--- config.mk ---
export PLATFORM = sky130hd
export DESIGN_NAME = autorange_ctrl
export DESIGN_NICKNAME = d
export VERILOG_FILES = /design/src/rtl/autorange_ctrl.sv
export SDC_FILE = /design/constraint.sdc
export NUM_CORES = 1
export LEC_CHECK = 0
export ABC_AREA = 1
export CORE_ASPECT_RATIO = 0.75
export CORE_MARGIN = 2
export CORE_UTILIZATION = 61
export CTS_BUF_LIST = sky130_fd_sc_hd__clkbuf_8
export DETAILED_ROUTE_END_ITERATION = 16
export GPL_TIMING_DRIVEN = 1
export MAX_ROUTING_LAYER = met4
export PLACE_DENSITY = 0.83
export SLEW_MARGIN = 25
export SYNTH_ARGS = -nofsm -noshare
export SYNTH_HDL_FRONTEND = slang
export SYNTH_SLANG_ARGS = --single-unit
--- constraint.sdc ---
create_clock -name clk_200MHz -period 1.8 [get_ports clk_200MHz]
set_input_delay 0.27 -clock clk_200MHz [delete_from_list [all_inputs] [get_ports clk_200MHz]]
set_output_delay 0.27 -clock clk_200MHz [all_outputs]
set_load 0.01 [all_outputs]
--- src/rtl/autorange_ctrl.sv ---
// Measurement sequencer and auto-ranging controller: settle -> measure -> evaluate,
// steps the regime on overflow / sustained under-range, aborts stalled measurements.
module autorange_ctrl #(
  parameter int unsigned NUM_REGIMES    = 6,
  parameter int unsigned SETTLE_CYCLES  = 200,
  parameter int unsigned TIMEOUT_CYCLES = 20000000,
  parameter int unsigned CNT_W          = 25,
  parameter int unsigned HYST_COUNT     = 2
) (
  input  logic       clk_200MHz,
  input  logic       reset,
  input  logic       enable,
  input  logic       auto_mode,
  input  logic [2:0] manual_regime,
  input  logic       meas_done,
  input  logic       meas_overflow,
  input  logic       meas_underrange,
  output logic [2:0] regime,
  output logic       access,
  output logic       busy,
  output logic       result_valid,
  output logic       range_changed,
  output logic       timeout,
  output logic       over_range
);

  localparam int unsigned REG_W = 3;
  localparam int unsigned LOW_W = 3;
  localparam logic [REG_W-1:0] TOP_REGIME = REG_W'(NUM_REGIMES - 1);
  localparam logic [LOW_W-1:0] HYST       = LOW_W'(HYST_COUNT);
  localparam logic [CNT_W-1:0] SETTLE_END = CNT_W'(SETTLE_CYCLES - 1);
  localparam logic [CNT_W-1:0] TMO_END    = CNT_W'(TIMEOUT_CYCLES - 1);

  typedef enum logic [1:0] {IDLE, SETTLE, MEASURE, EVAL} state_t;

  state_t           state, state_n;
  logic [REG_W-1:0] regime_n, man_regime;
  logic [REG_W-1:0] pend_regime, pend_regime_n;
  logic [LOW_W-1:0] low_cnt, low_cnt_n, low_inc;
  logic [LOW_W-1:0] pend_low, pend_low_n;
  logic             pend_settle, pend_settle_n;
  logic [CNT_W-1:0] cnt, cnt_n;
  logic             result_valid_n, range_changed_n, timeout_n, over_range_n;
  logic             man_change;

  // Evaluation is decided when meas_done arrives so its pulses are visible during EVAL;
  // the resulting regime/low_cnt/next-state decision is held in pend_* and applied leaving EVAL.
  always_comb begin
    state_n         = state;
    regime_n        = regime;
    cnt_n           = cnt;
    low_cnt_n       = auto_mode ? low_cnt : '0;
    pend_regime_n   = pend_regime;
    pend_low_n      = pend_low;
    pend_settle_n   = pend_settle;
    over_range_n    = over_range;
    result_valid_n  = 1'b0;
    range_changed_n = 1'b0;
    timeout_n       = 1'b0;

    man_regime = (manual_regime > TOP_REGIME) ? TOP_REGIME : manual_regime;
    man_change = !auto_mode && (man_regime != regime) && (state != IDLE);
    low_inc    = (low_cnt >= HYST) ? HYST : low_cnt + LOW_W'(1);

    if (!enable) begin
      state_n = IDLE;
      cnt_n   = '0;
    end else if (man_change) begin
      regime_n        = man_regime;
      range_changed_n = 1'b1;
      cnt_n           = '0;
      state_n         = SETTLE;
    end else begin
      unique case (state)
        IDLE: begin
          regime_n = auto_mode ? regime : man_regime;
          cnt_n    = '0;
          state_n  = SETTLE;
        end
        SETTLE: begin
          if (cnt == SETTLE_END) begin
            cnt_n   = '0;
            state_n = MEASURE;
          end else begin
            cnt_n = cnt + CNT_W'(1);
          end
        end
        MEASURE: begin
          if (meas_done) begin
            state_n       = EVAL;
            cnt_n         = '0;
            pend_regime_n = regime;
            pend_low_n    = low_cnt;
            pend_settle_n = 1'b0;
            if (!auto_mode) begin
              over_range_n   = meas_overflow;
              result_valid_n = 1'b1;
              pend_low_n     = '0;
            end else if (meas_overflow) begin
              if (regime < TOP_REGIME) begin
                pend_regime_n   = regime + REG_W'(1);
                pend_low_n      = '0;
                pend_settle_n   = 1'b1;
                range_changed_n = 1'b1;
              end else begin
                over_range_n   = 1'b1;
                result_valid_n = 1'b1;
              end
            end else if (meas_underrange) begin
              if ((low_inc == HYST) && (regime != '0)) begin
                pend_regime_n   = regime - REG_W'(1);
                pend_low_n      = '0;
                pend_settle_n   = 1'b1;
                range_changed_n = 1'b1;
              end else begin
                pend_low_n     = low_inc;
                result_valid_n = 1'b1;
              end
            end else begin
              pend_low_n     = '0;
              over_range_n   = 1'b0;
              result_valid_n = 1'b1;
            end
          end else if (cnt == TMO_END) begin
            timeout_n = 1'b1;
            cnt_n     = '0;
            state_n   = SETTLE;
          end else begin
            cnt_n = cnt + CNT_W'(1);
          end
        end
        EVAL: begin
          regime_n  = pend_regime;
          low_cnt_n = auto_mode ? pend_low : '0;
          cnt_n     = '0;
          state_n   = pend_settle ? SETTLE : MEASURE;
        end
        default: state_n = IDLE;
      endcase
    end
  end

  always_ff @(posedge clk_200MHz or posedge reset) begin
    if (reset) begin
      state         <= IDLE;
      regime        <= '0;
      cnt           <= '0;
      low_cnt       <= '0;
      pend_regime   <= '0;
      pend_low      <= '0;
      pend_settle   <= 1'b0;
      access        <= 1'b0;
      busy          <= 1'b0;
      result_valid  <= 1'b0;
      range_changed <= 1'b0;
      timeout       <= 1'b0;
      over_range    <= 1'b0;
    end else begin
      state         <= state_n;
      regime        <= regime_n;
      cnt           <= cnt_n;
      low_cnt       <= low_cnt_n;
      pend_regime   <= pend_regime_n;
      pend_low      <= pend_low_n;
      pend_settle   <= pend_settle_n;
      access        <= (state_n == MEASURE);
      busy          <= (state_n != IDLE);
      result_valid  <= result_valid_n;
      range_changed <= range_changed_n;
      timeout       <= timeout_n;
      over_range    <= over_range_n;
    end
  end

endmodule

-- Word-level counts from Yosys, hierarchy flattened
Cells that the tools add are included.
Widths: inputs -> output; s select.
- equality and inequality tests: 11
- bitwise gates (word level): 1
- reduce and logical (&&, ||, !) cells: 13
- mux-type cells: 60
- add/subtract/negate cells: 4
- order comparisons: 3
- operators by type and width (cell ; count):
    $mux 25 ; 5
    $pmux 25 s3 ; 1
    $mux 3 ; 19
    $mux 1 ; 27
    $add 25x1->25 const B ; 1
    $eq 25x25->1 const B ; 1
    $eq 25x8->1 const B ; 1
    $mux 2 ; 6
    $ne 3x3->1 const B ; 3
    $pmux 2 s4 ; 1
    $add 3x1->3 const B ; 2
    $eq 2x2->1 const B ; 3
    $pmux 3 s2 ; 1
    $reduce_and 6->1 ; 1
    $reduce_bool 3->1 ; 2
    $reduce_and 4->1 ; 1
    $reduce_bool 2->1 ; 2
    $eq 3x2->1 const B ; 1
    $ge 3x2->1 const B ; 1
    $gt 3x3->1 const B ; 1
    $logic_and 1x1->1 ; 3
    $lt 3x3->1 const B ; 1
    $ne 3x3->1 ; 1
    $reduce_and 3->1 ; 1
    6 further kinds ; 6
- bits in registers: 46
- input bits: 10
- logic and storage cells: 105

-- Logic depth before layout (Yosys ltp)
- depth after elaboration: 12
- gate-level depth with buffers: 12
- mapped depth without buffers: 12

-- Worst setup path after synthesis
Ideal clock, no wire load.
- kind: register to register
- start: register regime[0]
- end: register pend_regime[0]
- setup time: 117 ps
- required time: 1683 ps
- cell stages (with the launch flop): 12
- clock period less this slack: 1724 ps
- arrival time: 1606 ps
- setup slack: 76 ps
- cell sequence: dfrtp_1 > inv_1 > ha_1 > ha_1 > inv_1 > nand2_1 > inv_1 > nand2_1 > o21ai_0 > nand2_1 > nand3_1 > nand2_1
- word-level cells in the longest chain between the ends: 6
- RTL lines (item ; RTL line ; text):
    start, declared ; 18 ; output logic [2:0] regime,
    start signal, assigned ; 160 ; regime <= regime_n;
    branches (longest 6 deep; another with $sub 3x1->3) ; n/a ;
    end signal, assigned ; 163 ; pend_regime <= pend_regime_n;
    end, declared ; 38 ; logic [REG_W-1:0] pend_regime, pend_regime_n;
Several ways; the timed one is not identified.
A chain may end at the register's enable or synchronous reset.

-- Worst setup path in the final report
- start: register cnt[1]
- end: register access
- word-level cells in the longest chain between the ends: 7
- RTL lines (item ; RTL line ; text):
    start, declared ; 42 ; logic [CNT_W-1:0] cnt, cnt_n;
    start signal, assigned ; 161 ; cnt <= cnt_n;
    $eq 25x25->1 ; 124 ; end else if (cnt == TMO_END) begin
    $mux 2 ; 124 ;
    $mux 2 ; 89 ; if (meas_done) begin
    $pmux 2 s4 (*) ; 74 ; unique case (state)
    $mux 2 (*) ; 68 ; end else if (man_change) begin
    $mux 2 (*) ; 65 ; if (!enable) begin
    $eq 2x2->1 (*) ; 166 ; access <= (state_n == MEASURE);
    end signal, assigned ; 166 ;
    end, declared ; 19 ; output logic access,
Mark *: on every way between the ends. The rest lies on a longest branch, timed or not.

==> metrics.txt <==
Comb pwr share=0.194; Initial Util=0.644; r2r startpoint=cnt[1]; YS warnings=0; initial antenna violation count=0; CTS Sinks=46; Synth top area share=0.393; RR Endpoint=access; Mean Syn Cell Area=7.46 µm²; PortBufs=18; DP Area=3360 µm²; mux cell area share after synthesis=0; Die Area=5370 µm²; cts bufs inserted=5; die height=64.0 µm; syn_nets=408; Placement Rows=21; Top Layer Used=met4; CP Max Fanout=4; area share of fa/ha/maj cells after synthesis=0.0257; share of cells above drive strength 1=0.236; # DRC=0; Slowest cell on crit path=dfrtp_1; commonest non-fill, non-tap cell in the layout=nand2_1; Final Cell Area=3700 µm²; antenna fix cells=0; Detail Placement HPWL=5.25 mm; buffer and inverter count on the worst path=1; simple-gate portion of the synthesized area=0.384; Initial DRC Count=353; clock buffer depth=2; max-cap violations=0; Slew headroom=0.748; Clock Tree Root=clkbuf_8; Setup Viol. Count Final=7; top cells by area, synth=dfrtp_1 (39%), nand2_1 (13%), nor2_1 (5.9%); drt pass-1 iters=5; first-pass GRT wire length=12.3 mm; Switching Share=0.287; Max Slew Vio Count=0; Tmin final=1830 ps; Filler cells=294; final core occ=0.814; clk_skew=15.6 ps; Top Family by Delay on Critical Path=simple AND/OR/NAND/NOR gates; largest family of logic cells by synthesized area=simple AND/OR/NAND/NOR gates; CP peak stage delay=410 ps; Worst Max-Slew Pin Slew=378 ps; Crit. Startpoint=cnt[1]; Max VDD drop=0.507 mV; failing checks=negative setup slack; critical path, cell by cell=ha_2 > nand2_4 > nor2_4 > nand2_4 > nor2_4 > buf_4 > nand4_1 > nand2_1 > nand2_1 > nand2_1 > nor2_1; Global Route Usage Sum=0.296; status=finished with violations; crit path to=access; met1 WL=3.49 mm; Hold Crit Class=in2async; IO Pins=19; Reg power frac=0.493; Skew-Pair Late Insertion Delay=310 ps; H-tree Lvls=2; Unique masters post-synth=32; worst setup margin=-25.9 ps; gate count of the mapped netlist=392; Mapped Area=2930 µm²; drt total wl=7.88 mm; die width=84.0 µm; R2R setup slack=-30 ps; leak pwr=0.00175 µW; Worst R2R Path Depth=11; area growth from synthesis to layout=26.5%; Crit. path cell count=11; switching pwr=624 µW; Final Cycle Share=1.01; final hold vios=0; largest net degree at the start of global routing=25; TritonCTS clock tree=done; leading area contributor after synthesis=dfrtp_1; compound-gate portion of the synthesized area=0.0496; wire per inst=15.4 µm; commonest cells after routing, fill and taps aside=nand2_1 (105), inv_1 (43), dfrtp_1 (43), nor2_1 (40), buf_4 (38); Fmax=548 MHz; RSZ-0062 raised after global routing=yes; endpoint type of the worst setup path=register; XOR/XNOR Fraction of Synth Area=0.0689; vias in the first global route=2638; nets=469; CP startpoint kind=register; final cell count without fillers=511; metal3 WL=731 µm; part of the Yosys area used for sequential elements=0.393; register bit total from synthesis=46; ANT nets after route=0; aggregate global routing overflow=0; core area=4550 µm²; pwr dens=587 nW/µm²; Worst EP required=2010 ps; routed via count=2909; metal2 WL=3.53 mm; Cells after DPL=487; kind of critical path=reg2reg; overall power=2170 µW; clk slew on worst S/H paths=90 ps; vias per inst=5.69; Clock Power Share=0.313; cell-internal power=1550 µW; routability cong.=0.974; CP most frequent cell=nand2_1; Worst EP arrival=2030 ps
==> registers in the layout (all words and copies together) (netlist names) <==
register	count
access	1
busy	1
cnt	25
low_cnt	3
over_range	1
pend_low	3
pend_regime	3
pend_settle	1
range_changed	1
regime	3
result_valid	1
state	2
timeout	1
==> worst min path at each step <==
stage,startpoint,end,slack [ps],cells after the start
after floorplan,enable,busy,370,1
after global placement,pend_regime[0],pend_regime[0],470,2
after detailed placement,pend_regime[1],pend_regime[1],470,2
after CTS,reset,low_cnt[0],220,2
after global routing,reset,cnt[23],260,2
final,reset,low_cnt[0],220,2
==> power by group through the flow <==
stage                     clock (µW)  combinational (µW)  sequential, µW
after floorplan                    0                 192            1100
after global placement             0                 376            1090
after detailed placement           0                 384            1090
after CTS                        681                 387            1070
after global routing             727                 454            1070
final                            681                 422            1070
==> layout make-up <==
cell class | instances | area (µm²) | area share
multi-input cells | 294 | 1630 | 0.442
flip-flops and latches | 46 | 1150 | 0.312
repair buffers | 61 | 576 | 0.156
inverters | 45 | 169 | 0.0457
clock buffers | 6 | 82.6 | 0.0223
well taps | 57 | 71.3 | 0.0193
clock inverters | 2 | 12.5 | 0.00338
==> worst reg2reg max path, cell delays in order, from the launching register on <==
cell     delay [ps]
dfrtp_1         410
ha_2            230
nand2_4          70
nor2_4          130
nand2_4          90
nor2_4          160
buf_4           140
nand4_1         170
nand2_1         120
nand2_1          60
nand2_1          80
nor2_1           60
==> Yosys cell counts <==
master	count
nor2_1	46
nor3_2	1
xor2_1	17
clkbuf_1	2
nand2_2	4
nor3_1	7
or2_1	1
o22ai_1	1
nor2_4	3
nand3_4	1
or2_2	1
a21oi_2	1
o21ai_1	1
nand4_1	12
nor2_2	22
nand3_2	4
nand3b_1	2
o21ai_0	17
buf_1	1
ha_1	6
a21boi_0	1
dfrtp_1	46
nand2_1	105
inv_1	45
xnor2_1	6
a22oi_1	1
nand2_4	1
a21oi_1	5
buf_2	2
nand3_1	27
buf_12	2
nor3b_1	1
==> what timing repair did <==
action / 4_1_cts / 5_1_grt
setup endpoints to repair: 0 / 31
hold buffers: 0 / 0
resized for setup: 0 / 26
buffers inserted: 0 / 14
==> layer usage <==
metal / vias to the layer above / GRT usage
met1: 1371 / 0.435
met5: - / -
li1: 1361 / -
met2: 161 / 0.416
met3: 16 / 0.0620
met4: 0 / 0.0847
==> per-stage QoR <==
step | TNS, ps | worst slack (ps) | hold WS (ps)
2_1_floorplan | 0 | 76.2 | 368
3_3_place_gp | -891 | -59.2 | 466
3_5_place_dp | -2550 | -129 | 471
4_1_cts | 0 | 11.5 | 216
5_1_grt | -1690 | -81.9 | 263
6_report | -48.3 | -25.9 | 215
==> logic make-up (layout without fill, tap and decap cells) <==
group,count (synthesis),in the layout
buf+inv,52,114
simple gates,238,238
compound gates,27,27
fa+ha+maj,6,6
flops,46,46
xor+xnor,23,23
Note: power is estimated with default switching activity, not from simulation.
